`src/rtl/apb_arb_pkg.sv`:
```
// apb_arb_pkg: shared types and defaults for the two-master APB arbiter.
// Holds the FSM state enum, default bus widths and the timeout response word.
package apb_arb_pkg;

    typedef enum logic [1:0] {
        IDLE   = 2'd0,
        SETUP  = 2'd1,
        ACCESS = 2'd2
    } arb_state_e;

    localparam int DEF_ADDR_W = 20;
    localparam int DEF_DATA_W = 16;
    localparam int DEF_STRB_W = 2;
    localparam int DEF_SEL_W  = 2;

    localparam logic [15:0] TIMEOUT_RESP = 16'hDEAD;

endpackage

```
`src/rtl/apb_req_arbiter_rr_pick2.sv`:
```
// rr_pick2: two-way round-robin pick, one-hot result.
// Ports: req[1:0] requests, last_grant index of last owner, gnt[1:0] one-hot pick.
module rr_pick2 (
    input  logic [1:0] req,
    input  logic       last_grant,
    output logic [1:0] gnt
);

    always_comb begin
        gnt = 2'b00;
        unique case (req)
            2'b01:   gnt = 2'b01;
            2'b10:   gnt = 2'b10;
            // On a tie the master that did not own the bus last wins.
            2'b11:   gnt = last_grant ? 2'b01 : 2'b10;
            default: gnt = 2'b00;
        endcase
    end

endmodule

```
`src/rtl/apb_req_arbiter.sv`:
```
// apb_req_arbiter: two-master APB arbiter (m0 SPI bridge, m1 UART debug)
// in front of a single APB slave. Whole-transfer grants, round-robin.
// Ports: clk, reset_n (async active-low); per-master APB request fields
// psel/penable/pwrite/pstrb/paddr/pwdata_mX and responses prdata/pready/
// pslverr_mX; downstream psel/penable/pwrite/pstrb/paddr/pwdata_s and
// prdata/pready/pslverr_s; grant (one-hot owner), abort_cnt (saturating).
// Optional: define ARB_TIMEOUT_EN to end a stuck access after TIMEOUT_CYC
// cycles with an arbiter-generated error response.
module apb_req_arbiter
    import apb_arb_pkg::*;
#(
    parameter int ADDR_W      = DEF_ADDR_W,
    parameter int DATA_W      = DEF_DATA_W,
    parameter int STRB_W      = DEF_STRB_W,
    parameter int SEL_W       = DEF_SEL_W,
    parameter int TIMEOUT_CYC = 64
) (
    input  logic              clk,
    input  logic              reset_n,
    input  logic [SEL_W-1:0]  psel_m0,
    input  logic [SEL_W-1:0]  psel_m1,
    input  logic              penable_m0,
    input  logic              penable_m1,
    input  logic              pwrite_m0,
    input  logic              pwrite_m1,
    input  logic [STRB_W-1:0] pstrb_m0,
    input  logic [STRB_W-1:0] pstrb_m1,
    input  logic [ADDR_W-1:0] paddr_m0,
    input  logic [ADDR_W-1:0] paddr_m1,
    input  logic [DATA_W-1:0] pwdata_m0,
    input  logic [DATA_W-1:0] pwdata_m1,
    output logic [DATA_W-1:0] prdata_m0,
    output logic [DATA_W-1:0] prdata_m1,
    output logic              pready_m0,
    output logic              pready_m1,
    output logic              pslverr_m0,
    output logic              pslverr_m1,
    output logic [SEL_W-1:0]  psel_s,
    output logic              penable_s,
    output logic              pwrite_s,
    output logic [STRB_W-1:0] pstrb_s,
    output logic [ADDR_W-1:0] paddr_s,
    output logic [DATA_W-1:0] pwdata_s,
    input  logic [DATA_W-1:0] prdata_s,
    input  logic              pready_s,
    input  logic              pslverr_s,
    output logic [1:0]        grant,
    output logic [7:0]        abort_cnt
);

    arb_state_e  state_q, state_d;
    logic [1:0]  grant_q, grant_d;
    logic        last_q, last_d;
    logic        abort_inc;
    logic [1:0]  pick;

    logic              gsel;
    logic [SEL_W-1:0]  g_psel;
    logic              g_req;
    logic [DATA_W-1:0] rsp_rdata;
    logic              rsp_ready;
    logic              rsp_err;

    // penable_mX is not needed: ownership is decided on psel alone and the
    // downstream enable is generated from the FSM phase.
    logic unused_pen;
    assign unused_pen = penable_m0 ^ penable_m1;

    rr_pick2 u_pick (
        .req        ({|psel_m1, |psel_m0}),
        .last_grant (last_q),
        .gnt        (pick)
    );

    assign gsel   = grant_q[1];
    assign g_psel = gsel ? psel_m1 : psel_m0;
    assign g_req  = |g_psel;

`ifdef ARB_TIMEOUT_EN
    localparam int TW = $clog2(TIMEOUT_CYC + 1);
    logic [TW-1:0] tcnt_q;
    logic          tmo;

    // Counts access cycles; held at zero outside ACCESS so entry starts fresh.
    always_ff @(posedge clk or negedge reset_n) begin
        if (!reset_n) begin
            tcnt_q <= '0;
        end else if (state_q != ACCESS) begin
            tcnt_q <= '0;
        end else if (tcnt_q != TW'(TIMEOUT_CYC)) begin
            tcnt_q <= tcnt_q + TW'(1);
        end
    end

    assign tmo = (state_q == ACCESS) && (tcnt_q == TW'(TIMEOUT_CYC));
`else
    logic [31:0] unused_tmo;
    assign unused_tmo = 32'(TIMEOUT_CYC);
`endif

    always_comb begin
        state_d   = state_q;
        grant_d   = grant_q;
        last_d    = last_q;
        abort_inc = 1'b0;
        psel_s    = '0;
        penable_s = 1'b0;
        pwrite_s  = 1'b0;
        pstrb_s   = '0;
        paddr_s   = '0;
        pwdata_s  = '0;
        rsp_rdata = '0;
        rsp_ready = 1'b0;
        rsp_err   = 1'b0;

        unique case (state_q)
            IDLE: begin
                if (|pick) begin
                    grant_d = pick;
                    state_d = SETUP;
                end
            end
            SETUP, ACCESS: begin
                if (!g_req) begin
                    // Owner walked away: drop the transfer, no response.
                    state_d   = IDLE;
                    grant_d   = '0;
                    last_d    = gsel;
                    abort_inc = 1'b1;
                end
`ifdef ARB_TIMEOUT_EN
                else if (tmo) begin
                    rsp_rdata = DATA_W'(TIMEOUT_RESP);
                    rsp_ready = 1'b1;
                    rsp_err   = 1'b1;
                    state_d   = IDLE;
                    grant_d   = '0;
                    last_d    = gsel;
                    abort_inc = 1'b1;
                end
`endif
                else begin
                    psel_s   = g_psel;
                    pwrite_s = gsel ? pwrite_m1 : pwrite_m0;
                    pstrb_s  = gsel ? pstrb_m1  : pstrb_m0;
                    paddr_s  = gsel ? paddr_m1  : paddr_m0;
                    pwdata_s = gsel ? pwdata_m1 : pwdata_m0;
                    if (state_q == SETUP) begin
                        state_d = ACCESS;
                    end else begin
                        penable_s = 1'b1;
                        rsp_rdata = prdata_s;
                        rsp_ready = pready_s;
                        rsp_err   = pslverr_s & pready_s;
                        if (pready_s) begin
                            state_d = IDLE;
                            grant_d = '0;
                            last_d  = gsel;
                        end
                    end
                end
            end
            default: begin
                state_d = IDLE;
                grant_d = '0;
            end
        endcase
    end

    always_ff @(posedge clk or negedge reset_n) begin
        if (!reset_n) begin
            state_q   <= IDLE;
            grant_q   <= '0;
            last_q    <= 1'b1;
            abort_cnt <= '0;
        end else begin
            state_q <= state_d;
            grant_q <= grant_d;
            last_q  <= last_d;
            if (abort_inc && (abort_cnt != 8'hFF)) begin
                abort_cnt <= abort_cnt + 8'd1;
            end
        end
    end

    assign grant = grant_q;

    // Only the owner sees the response; the other master is held stalled.
    assign prdata_m0  = gsel ? '0 : rsp_rdata;
    assign pready_m0  = ~gsel & rsp_ready;
    assign pslverr_m0 = ~gsel & rsp_err;
    assign prdata_m1  = gsel ? rsp_rdata : '0;
    assign pready_m1  = gsel & rsp_ready;
    assign pslverr_m1 = gsel & rsp_err;

endmodule

```
`config.mk`:
```
export PLATFORM = sky130hd
export DESIGN_NAME = apb_req_arbiter
export DESIGN_NICKNAME = d
export VERILOG_FILES = /design/src/rtl/apb_arb_pkg.sv /design/src/rtl/apb_req_arbiter_rr_pick2.sv /design/src/rtl/apb_req_arbiter.sv
export SDC_FILE = /design/constraint.sdc
export NUM_CORES = 1
export LEC_CHECK = 0
export ABC_AREA = 1
export BUFFER_PORTS_ARGS = -buffer_cell sky130_fd_sc_hd__buf_2
export CORE_UTILIZATION = 32
export CTS_CLUSTER_SIZE = 10
export DETAILED_ROUTE_END_ITERATION = 10
export GPL_ROUTABILITY_DRIVEN = 1
export PLACE_DENSITY = 0.85
export SLEW_MARGIN = 20
export SYNTH_ARGS = -nofsm -noshare
export SYNTH_HDL_FRONTEND = slang
export SYNTH_SLANG_ARGS = --single-unit
```
`constraint.sdc`:
```
create_clock -name clk -period 2 [get_ports clk]
set_input_delay 0.6 -clock clk [delete_from_list [all_inputs] [get_ports clk]]
set_output_delay 0.6 -clock clk [all_outputs]
set_load 0.05 [all_outputs]
```
==> results of run 1 <==
==> kinds of logic (layout without fill, tap and decap cells) <==
logic type / Yosys count / in the layout / share of synthesized area [%]
simple gates: 212 / 213 / 53.95
compound gates: 44 / 44 / 12.21
buf+inv: 40 / 259 / 10.33
flops: 13 / 13 / 18.10
fa+ha+maj: 5 / 5 / 3.467
xor+xnor: 4 / 4 / 1.942
other cells: 0 / 1 / 0
==> power breakdown <==
| group | total, mW | leakage, nW | switching (mW) | internal [mW] |
|---|---|---|---|---|
| clock network | 0.242 | 0.0228 | 0.101 | 0.141 |
| registers | 0.444 | 0.168 | 0.0938 | 0.351 |
| logic | 8.81 | 2.09 | 5.44 | 3.38 |
==> placed cells by master (no fill, tap or decap), types with 11 or more instances in the layout <==
cell type / n
nand2_1: 129
buf_2: 110
buf_6: 66
a21oi_4: 38
nor2_4: 32
buf_4: 27
inv_1: 18
buf_8: 15
nand2_4: 13
nand3_1: 11
dfrtp_1: 11
==> final cells by class <==
class | instances | area [um2]
well taps | 70 | 87.58
fillers | 235 | 593.1
flip-flops and latches | 13 | 327.8
repair buffers | 233 | 2067
multi-input cells | 266 | 2062
inverters | 22 | 85.08
clock buffers | 4 | 45.04
diodes | 1 | 2.502
==> layer usage <==
layer,global-route usage (%),part of all wire (%)
met5,0,0
met4,19.81,7.8
met3,4.762,6.3
met2,68.93,53
met1,34.68,33
==> flip-flops by register name, indices dropped and copies added, names as in the netlist <==
| register | cells |
|---|---|
| grant | 2 |
| state_q | 2 |
| last_q | 1 |
| abort_cnt | 8 |
==> timing repair <==
action / in CTS / in global routing
setup endpoints to repair: 78 / 78
gates cloned: 7 / 0
setup buffers: 12 / 3
pin swaps: 9 / 7
gates resized for setup: 183 / 33
==> worst min-delay path by stage <==
stage               depth (start not counted)      from      endpoint
floorplan                                   0   reset_n  abort_cnt[0]
global placement                            2  grant[0]      grant[0]
detailed placement                          2  grant[0]      grant[0]
CTS                                         1   reset_n  abort_cnt[5]
global route                                1   reset_n  abort_cnt[1]
finish                                      1   reset_n  abort_cnt[1]
==> per-stage QoR <==
stage / std cells / TNS, ns / total power [mW] / util, % / cell area, um2
floorplan: 318 / -18.14 / 5.315 / - / 2416
global placement: 584 / -23.83 / 6.624 / 68.66 / 3618
detailed placement: 584 / -25.00 / 6.725 / 68.66 / 3618
CTS: 606 / -21.16 / 8.988 / 85.90 / 4527
global route: 609 / -29.48 / 9.794 / 88.75 / 4677
finish: 609 / -27.05 / 9.500 / 88.75 / 4677
==> critical path, cell delays in order (launching register included) <==
cell and delay (ns):
dfrtp_1 0.40, inv_2 0.08, ha_4 0.31, nand2_8 0.09
nor2_4 0.22, buf_4 0.18, nand2_4 0.07, nor2_4 0.08
buf_6 0.16
==> results.md, run 1 <==
- Worst-skew pair later-pin latency: 0.25 ns
- Drt first pass iters: 5
- Reg2reg setup slack: 0.30 ns
- # rows: 26
- Crit path required time: 1.40 ns
- Port Buffers: 189
- R2R Path Start: state_q[0]
- Initial Utilization: 34.24%
- Share of the yosys chip area belonging to registers: 18.10%
- Peak supply drop: 1.451 mV
- Top cell type's share of synthesized area: 28.29%
- Hold Crit Class: input port to asynchronous set/reset pin
- Leakage power: 2.279 nW
- Largest net degree at the start of global routing: 42
- Wirelength per Cell: 19.24 um
- # H-tree levels: 1
- Crit path max fanout: 7
- Top cells by area, synth: nand2_1 (28%), dfrtp_1 (17%), a21oi_1 (11%), nand2_4 (6.9%), nor2_2 (6.6%)
- Clock tree from TritonCTS: done
- CTS Hold Buffers Added: 0
- Antenna-violating nets left: 0
- CTS Buf Count: 3
- Synth top cells by count: nand2_1 (136), a21oi_1 (40), nor2_1 (26), inv_1 (21), nor2_2 (19)
- DP Worst Slack: -0.4104 ns
- DR vias/cell: 5.320
- GPL Wtd Cong: 0.8552
- FFs w/ async S/R, synth: 100.0%
- R2R cell count: 8
- Area Overhead vs Synth: 159.2%
- CP endpoint kind: output pin
- HPWL Detailed: 6.188 mm
- Slew Limit Headroom: 78.00%
- Crit path setup slack, layout: -0.4358 ns
- Reg clk slew, reported paths: 0.06 ns
- Max-cap viol count: 0
- Largest area contributor in the netlist: nand2_1
- CP startpoint kind: flip-flop
- GR Overflow Total: 0
- Tcrit/Tclk final: 121.8%
- Mapped Nets: 427
- Share of cells above drive strength 1: 64.68%
- Max Clk Rate: 410.5 MHz
- IO Pins: 192
- Unrepaired setup endpoints after global routing: yes
- # DRC: 0
- Hold Slack: 0.2305 ns
- Mapped Cells: 318
- Vias: 3240
- Die area: 5943 um2
- Number of synthesized register bits: 13
- Total routed wirelength: 11.72 mm
- Synth unique cells: 23
- Number of global-route vias before repair: 3138
- Worst EP arrival: 1.84 ns
- Setup violators final: 78
- Min Tclk post-route: 2.436 ns
- CTS max path bufs: 2
- Pwr/cell area: 2031 nW/um2
- Failing checks: negative setup slack
- Reg-to-reg critical path endpoint: abort_cnt[2]
- Worst-Margin Slew: 0.3274 ns
- # nets final: 648
- Netlist Area Pre-Place: 1804 um2
- CP Launch Point: state_q[0]
- Mean area per synthesized cell: 5.674 um2
- Core box area: 5270 um2
- Initial antenna violation count: 1
- CTS Root Cell: clkbuf_8
- Crit path to: prdata_m1[0]
- Fin. max-slew vios: 0
- Clock Skew: 0.001172 ns
- Post-synth EDFFs: 0
- Syn. warnings: 0
- GRT Util Overall: 35.06%
- CTS Sinks: 13
- Die X: 77.09 um
- Setup CP Type: flip-flop to output pin
- Status: finished with violations
- Global-route wire length before repair: 16.30 mm
- Top-count cell post-synth: nand2_1
- Number of DRC markers in iteration 0: 153
- Die H: 77.09 um
- Final Hold Fails: 0
- Most used DFF post-synth: dfrtp_1
No activity file was read; power rests on OpenSTA's default activity.
==> run 2: changes to the inputs <==
--- a/config.mk
+++ b/config.mk
@@ -5,9 +5,9 @@
 export SDC_FILE = /design/constraint.sdc
 export NUM_CORES = 1
 export LEC_CHECK = 0
-export ABC_AREA = 1
 export BUFFER_PORTS_ARGS = -buffer_cell sky130_fd_sc_hd__buf_2
-export CORE_UTILIZATION = 32
+export CORE_ASPECT_RATIO = 0.8
+export CORE_UTILIZATION = 30
 export CTS_CLUSTER_SIZE = 10
 export DETAILED_ROUTE_END_ITERATION = 10
 export GPL_ROUTABILITY_DRIVEN = 1
==> run 2 against run 1 <==
Against the previous run:
- the run still ends with negative setup slack left
- synthesized cell count is 36% lower
- global-route usage is 8.8 points lower
- clock skew is 0.00072 ns lower
- worst hold slack worse by 0.0042 ns
- critical path depth is 1 lower
- sequential power is 3% higher
- maximum frequency is 3.1% lower
- clock power is 4% lower
- power is 20% lower
- combinational power is 22% lower
- count of clock-buffer cells in the layout stayed put
- non-clock buffer count is 12 lower
- critical path type unchanged
- critical endpoint is now paddr_s[6]
- largest power group unchanged
==> results.md, run 2 <==
- Status: finished with violations
- Failing checks: negative setup slack
- GPL Wtd Cong: 0.7533
- Syn. warnings: 0
- Pwr/cell area: 1873 nW/um2
- DR vias/cell: 5.013
- Mean area per synthesized cell: 7.834 um2
- Most frequent cells in the layout: buf_2 (111), buf_8 (43), mux2i_1 (41)
- Synth unique cells: 32
- Wirelength per Cell: 17.03 um
- Hold Crit Class: input port to asynchronous set/reset pin
- Clock tree from TritonCTS: done
- Total Power: 7.575 mW
- Largest net degree at the start of global routing: 27
- DP Worst Slack: -0.3653 ns
- FFs w/ async S/R, synth: 100.0%
- Crit path setup slack, layout: -0.5144 ns
- Delay of the slowest cell on the worst path: 0.44 ns
- Die area: 5598 um2
- Die H: 67.12 um
- CP startpoint kind: flip-flop
- # rows: 23
- Clock Skew: 0.0004532 ns
- Crit path to: paddr_s[6]
- Drt first pass iters: 4
- Total routed wirelength: 8.138 mm
- Initial Utilization: 31.40%
- Hold Slack: 0.2263 ns
- Fin cells: 478
- Crit path max fanout: 15
- # DRC: 0
- Largest area contributor in the netlist: mux2i_1
- Top-count cell post-synth: nor2_1
- Max-cap viol count: 0
- Unrepaired setup endpoints after global routing: yes
- Max Clk Rate: 397.7 MHz
- Peak supply drop: 1.360 mV
- Vias: 2396
- GRT met1 Usage: 28.06%
- Met2 Usage GRT: 52.56%
- Top cell type's share of synthesized area: 25.81%
- Crit path required time: 1.40 ns
- Fin. max-slew vios: 0
- GR Overflow Total: 0
- Reg-to-reg critical path endpoint: grant[0]
- Port Buffers: 189
- Worst-Margin Slew: 0.4797 ns
- Worst EP arrival: 1.91 ns
- Slew Limit Headroom: 67.77%
- GRT Util Overall: 26.30%
- Busiest grt layer: met2
- Top reg by flops: abort_cnt
- Number of DRC markers in iteration 0: 37
- Setup CP Type: flip-flop to output pin
- CP endpoint kind: output pin
- Netlist Area Pre-Place: 1590 um2
- Antenna diodes: 0
- Number of synthesized register bits: 13
- Leakage power: 1.987 nW
- Mapped Cells: 203
- R2R Path Start: state_q[1]
- Number of flip-flops under the largest register name: 8
- Share of cells above drive strength 1: 77.16%
- Utilization after layout: 79.84%
- Placed cells: 467
- Die X: 83.40 um
- CTS max path bufs: 2
- Area Overhead vs Synth: 154.3%
- CTS Hold Buffers Added: 0
- CTS Root Cell: clkbuf_8
- Reg2reg setup slack: 0 ns
- Final non-filler cell area: 4044 um2
- CP Launch Point: state_q[1]
- Reg clk slew, reported paths: 0.05 ns
- Final Hold Fails: 0
- Mapped Nets: 312
- Synth top cells by count: nor2_1 (47), mux2i_1 (41), and2_1 (34), dfrtp_1 (12), clkbuf_1 (11)
- Placement Cell Area: 3227 um2
- R2R cell count: 7
- Post-synth EDFFs: 0
- Number of global-route vias before repair: 2343
- CTS Sinks: 13
- Worst-skew pair later-pin latency: 0.24 ns
- GR Layer Usage met3: 4.213%
- Commonest non-fill, non-tap cell in the layout: buf_2
- Crit-path cells: inv_2, ha_4, inv_6, or3_4, buf_12, nor2_4, buf_6
- Global-route wire length before repair: 11.67 mm
- CTS Buf Count: 3
- # nets final: 526
- Most used DFF post-synth: dfrtp_1
- Slowest stage cell, crit path: or3_4
- HPWL Detailed: 5.161 mm
- IO Pins: 192
- Setup TNS: -34.05 ns
- Share of the yosys chip area belonging to registers: 20.54%
- Antenna-violating nets left: 0
- Setup violators final: 78
- Top cells by area, synth: mux2i_1 (26%), dfrtp_1 (19%), and2_1 (13%), nor2_1 (11%), ha_1 (3.9%)
- # H-tree levels: 1
- Tcrit/Tclk final: 125.7%
- Core box area: 5065 um2
- Initial antenna violation count: 0
- Min Tclk post-route: 2.514 ns
-- run 2: changes by cell type in the layout (fill, tap and decap cells not counted), moves of 8 or more --
cell and delta:
a21oi_4 -38, and2_4 +34, buf_6 -26, buf_8 +28
inv_1 -16, mux2i_1 +41, nand2_1 -125, nand2_4 -13
nor2_4 +8
-- run 2: final cells by class --
| class | instances | area, um2 |
|---|---|---|
| flip-flops and latches | 13 | 327.8 |
| repair buffers | 221 | 1917 |
| fillers | 307 | 1021 |
| well taps | 62 | 77.57 |
| multi-input cells | 173 | 1653 |
| inverters | 5 | 23.77 |
| clock buffers | 4 | 45.04 |
-- run 2: logic make-up (layout without fill, tap and decap cells) --
kind of cell	Yosys count	count (layout)	synth area share (%)
buffers and inverters	17	230	4.485
AOI/OAI and AO/OA	10	10	4.328
muxes	46	46	29.35
and+or+nand+nor	107	107	34.62
xor gates and xnor gates	5	5	2.754
DFF	13	13	20.54
adders and majority gates	5	5	3.934
-- run 2: worst max-delay path: cells and delay by family (launching register included) --
| kind | cells | cell delay [ns] |
|---|---|---|
| simple gates | 2 | 0.55 |
| buf+inv | 4 | 0.48 |
| flops | 1 | 0.36 |
| fa+ha+maj | 1 | 0.28 |
-- run 2: how the worst min path moves through the flow --
stage	to	slack (ns)	cells after the start
after detailed placement	abort_cnt[1]	0.49	1
after CTS	abort_cnt[1]	0.23	1
final	abort_cnt[1]	0.23	1
after floorplan	abort_cnt[0]	0.30	0
after global placement	abort_cnt[4]	0.49	1
after global routing	grant[0]	0.24	1
-- run 2: repair_timing --
action | in CTS | in global routing
setup endpoints to repair | 79 | 80
pin swaps | 16 | 8
gates resized for setup | 212 | 18
cloned | 3 | 0
buffers inserted | 2 | 2
hold endpoints to repair | 0 | 0
-- run 2: metal layers --
metal / vias up / part of all wire [%]
met5: - / 0
met4: 0 / 2.0
met3: 16 / 6.3
met2: 124 / 56
met1: 1142 / 36
li1: 1114 / -
-- run 2: report_power, final --
part	internal, mW	switching [mW]	total, mW
sequential	0.363	0.0936	0.456
combinational	2.70	4.18	6.89
clock	0.141	0.0915	0.232
total	3.21	4.37	7.57
==> run 3: changes to the inputs <==
--- a/config.mk
+++ b/config.mk
@@ -7,7 +7,7 @@
 export LEC_CHECK = 0
 export BUFFER_PORTS_ARGS = -buffer_cell sky130_fd_sc_hd__buf_2
 export CORE_ASPECT_RATIO = 0.8
-export CORE_UTILIZATION = 30
+export CORE_UTILIZATION = 31
 export CTS_CLUSTER_SIZE = 10
 export DETAILED_ROUTE_END_ITERATION = 10
 export GPL_ROUTABILITY_DRIVEN = 1
@@ -15,4 +15,5 @@
 export SLEW_MARGIN = 20
 export SYNTH_ARGS = -nofsm -noshare
 export SYNTH_HDL_FRONTEND = slang
+export SYNTH_HIERARCHICAL = 1
 export SYNTH_SLANG_ARGS = --single-unit
==> run 3 against run 2 <==
Against the previous run:
- the run ends with design-rule violations, negative setup slack left
- via count grew 5.8%
- critical path depth decreased by 1
- die area increased by 2.6%
- utilization rose by 3.4 points
- power increased by 6.6%
- synthesized cell count grew 5.9%
- area after synthesis rose by 6.1%
- worst hold slack improved by 0.0056 ns
- sequential share of layout area fell by 0.42 points
- routed wire length grew 7.9%
- register-to-register slack better by 0.15 ns
==> results.md, run 3 <==
- CTS Buf Count: 3
- Number of DRC markers in iteration 0: 114
- Total routed wirelength: 8.783 mm
- Slew Limit Headroom: 59.78%
- # H-tree levels: 1
- Worst-Margin Slew: 0.6033 ns
- Part of the power in registers: 6.1%
- IO Pins: 192
- Die X: 84.50 um
- Final Hold Fails: 0
- Synth top cells by count: nor2_1 (46), mux2i_1 (42), and2_1 (32), dfrtp_1 (12), buf_2 (9)
- Utilization after layout: 83.22%
- Combinational share of power: 91.0%
- Clk pwr share: 2.9%
- Most used DFF post-synth: dfrtp_1
- Area Overhead vs Synth: 152.6%
- Mean area per synthesized cell: 7.851 um2
- Int Pwr: 3.528 mW
- Fin. max-slew vios: 0
- Crit path setup slack, layout: -0.5499 ns
- Setup violators final: 78
- Clock tree from TritonCTS: done
- HPWL Detailed: 5.192 mm
- Global-route wire length before repair: 12.50 mm
- CTS Hold Buffers Added: 0
- CTS Root Cell: clkbuf_8
- Unrepaired setup endpoints after global routing: yes
- Max-cap viol count: 0
- Top cells by area, synth: mux2i_1 (25%), dfrtp_1 (18%), and2_1 (12%), nor2_1 (10%), ha_1 (4.4%)
- CTS max path bufs: 2
- Netlist Area Pre-Place: 1688 um2
- Antenna-violating nets left: 0
- Synth unique cells: 36
- Hold Crit Class: input port to asynchronous set/reset pin
- Tcrit/Tclk final: 127.5%
- Syn. warnings: 6
- Top cell type's share of synthesized area: 24.91%
- CTS Sinks: 13
- Max Clk Rate: 392.2 MHz
- Clock Skew: 0.001634 ns
- Most frequent cells in the layout: buf_2 (111), buf_8 (46), mux2i_1 (42), nor2_4 (42), buf_6 (33)
- Number of synthesized register bits: 13
- Crit path max fanout: 11
- Worst-skew pair later-pin latency: 0.24 ns
- Antenna diodes: 0
- # rows: 23
- CP startpoint kind: flip-flop
- Largest area contributor in the netlist: mux2i_1
- Mapped Nets: 325
- FFs w/ async S/R, synth: 100.0%
- # nets final: 545
- Worst EP arrival: 1.95 ns
- Reg clk slew, reported paths: 0.05 ns
- DP Worst Slack: -0.4437 ns
- P_sw: 4.548 mW
- CP endpoint kind: output pin
- Die H: 68 um
- # DRC: 12
- Setup CP Type: flip-flop to output pin
- Initial Utilization: 32.95%
- Pwr/cell area: 1895 nW/um2
- GR Overflow Total: 0
- Top reg by flops: abort_cnt
- Fin cells: 496
- DR vias/cell: 5.109
- Port Buffers: 189
- Min Tclk post-route: 2.550 ns
- Initial antenna violation count: 0
- Status: finished with violations
- Vias: 2534
- Share of the yosys chip area belonging to registers: 19.35%
- Leakage power: 2.064 nW
- Die area: 5746 um2
- Failing checks: design-rule violations, negative setup slack
- GRT Util Overall: 27.98%
- Placed cells: 475
- Core box area: 5122 um2
- Crit path required time: 1.40 ns
- Share of cells above drive strength 1: 77.19%
- Commonest non-fill, non-tap cell in the layout: buf_2
- CP Launch Point: state_q[0]
- Drt first pass iters: 7
- Number of global-route vias before repair: 2612
- Number of flip-flops under the largest register name: 8
- Mapped Cells: 215
- Post-synth EDFFs: 0
- Top-count cell post-synth: nor2_1
- Wirelength per Cell: 17.71 um
- Peak supply drop: 1.226 mV
- Switch share: 56.32%
- Largest net degree at the start of global routing: 38
- GPL Wtd Cong: 0.7913
- R2R Path Start: state_q[0]
[run 3: worst paths after layout]
path                                 to  slack [ns]  depth (start not counted)
max                        pwdata_s[10]       -0.55                          6
min                        abort_cnt[3]        0.23                          1
max reg2reg                abort_cnt[7]        0.15                          8
min reg2reg                abort_cnt[6]        0.49                          1
max in group asynchronous        last_q        1.49                          1
min in group clk           abort_cnt[6]        0.49                          1
[run 3: area by class of cell]
cell class / instances / area [um2]
well taps: 62 / 77.57
repair buffers: 225 / 1983
inverters: 7 / 26.28
fillers: 290 / 859.6
multi-input cells: 185 / 1803
clock buffers: 4 / 45.04
flip-flops and latches: 13 / 327.8
[run 3: what timing repair did]
item,4_1_cts,5_1_grt
buffers inserted,10,2
gates cloned,4,1
hold endpoints to repair,0,0
pin swaps,19,20
resized for setup,213,17
setup endpoints to repair,78,79
[run 3: power groups by stage]
stage	logic (mW)	clock network [mW]	registers, mW
floorplan	4.34	0	0.728
global placement	5.43	0	0.485
detailed placement	5.52	0	0.492
CTS	6.98	0.240	0.486
global route	7.63	0.255	0.508
finish	7.35	0.235	0.492
[run 3: through the flow]
stage | power (mW) | hold WS (ns) | setup TNS, ns | cell area, um2
global route | 8.390 | 0.2516 | -40.47 | 4263
CTS | 7.701 | 0.2415 | -33.37 | 4159
floorplan | 5.066 | 0.3044 | -12.34 | 2215
detailed placement | 6.009 | 0.4921 | -28.62 | 3274
finish | 8.076 | 0.2320 | -37.36 | 4263
global placement | 5.911 | 0.4813 | -27.86 | 3274
[run 3: kinds of logic (layout without fill, tap and decap cells)]
logic type	count (synthesis)	count (layout)	share of synthesized area [%]
mux	46	46	27.58
simple gates	114	116	36.47
buf+inv	19	236	4.893
flops	13	13	19.35
compound gates	12	12	4.671
fa+ha+maj	6	6	4.448
xor+xnor	5	5	2.594
[run 3: per-layer routing]
| metal | vias up | track usage, % | share of wire [%] |
|---|---|---|---|
| met5 | - | 0 | 0 |
| met4 | 0 | 14.83 | 4.2 |
| met3 | 35 | 4.704 | 6.1 |
| met2 | 118 | 59.76 | 57 |
| met1 | 1213 | 26.04 | 33 |
| li1 | 1168 | - | - |
[run 3: worst max-delay path: stages (launching register included)]
cell and delay (ns):
dfrtp_1 0.39, inv_2 0.07, ha_4 0.26, or3b_4 0.49, buf_16 0.21, nor2_4 0.11
buf_8 0.16
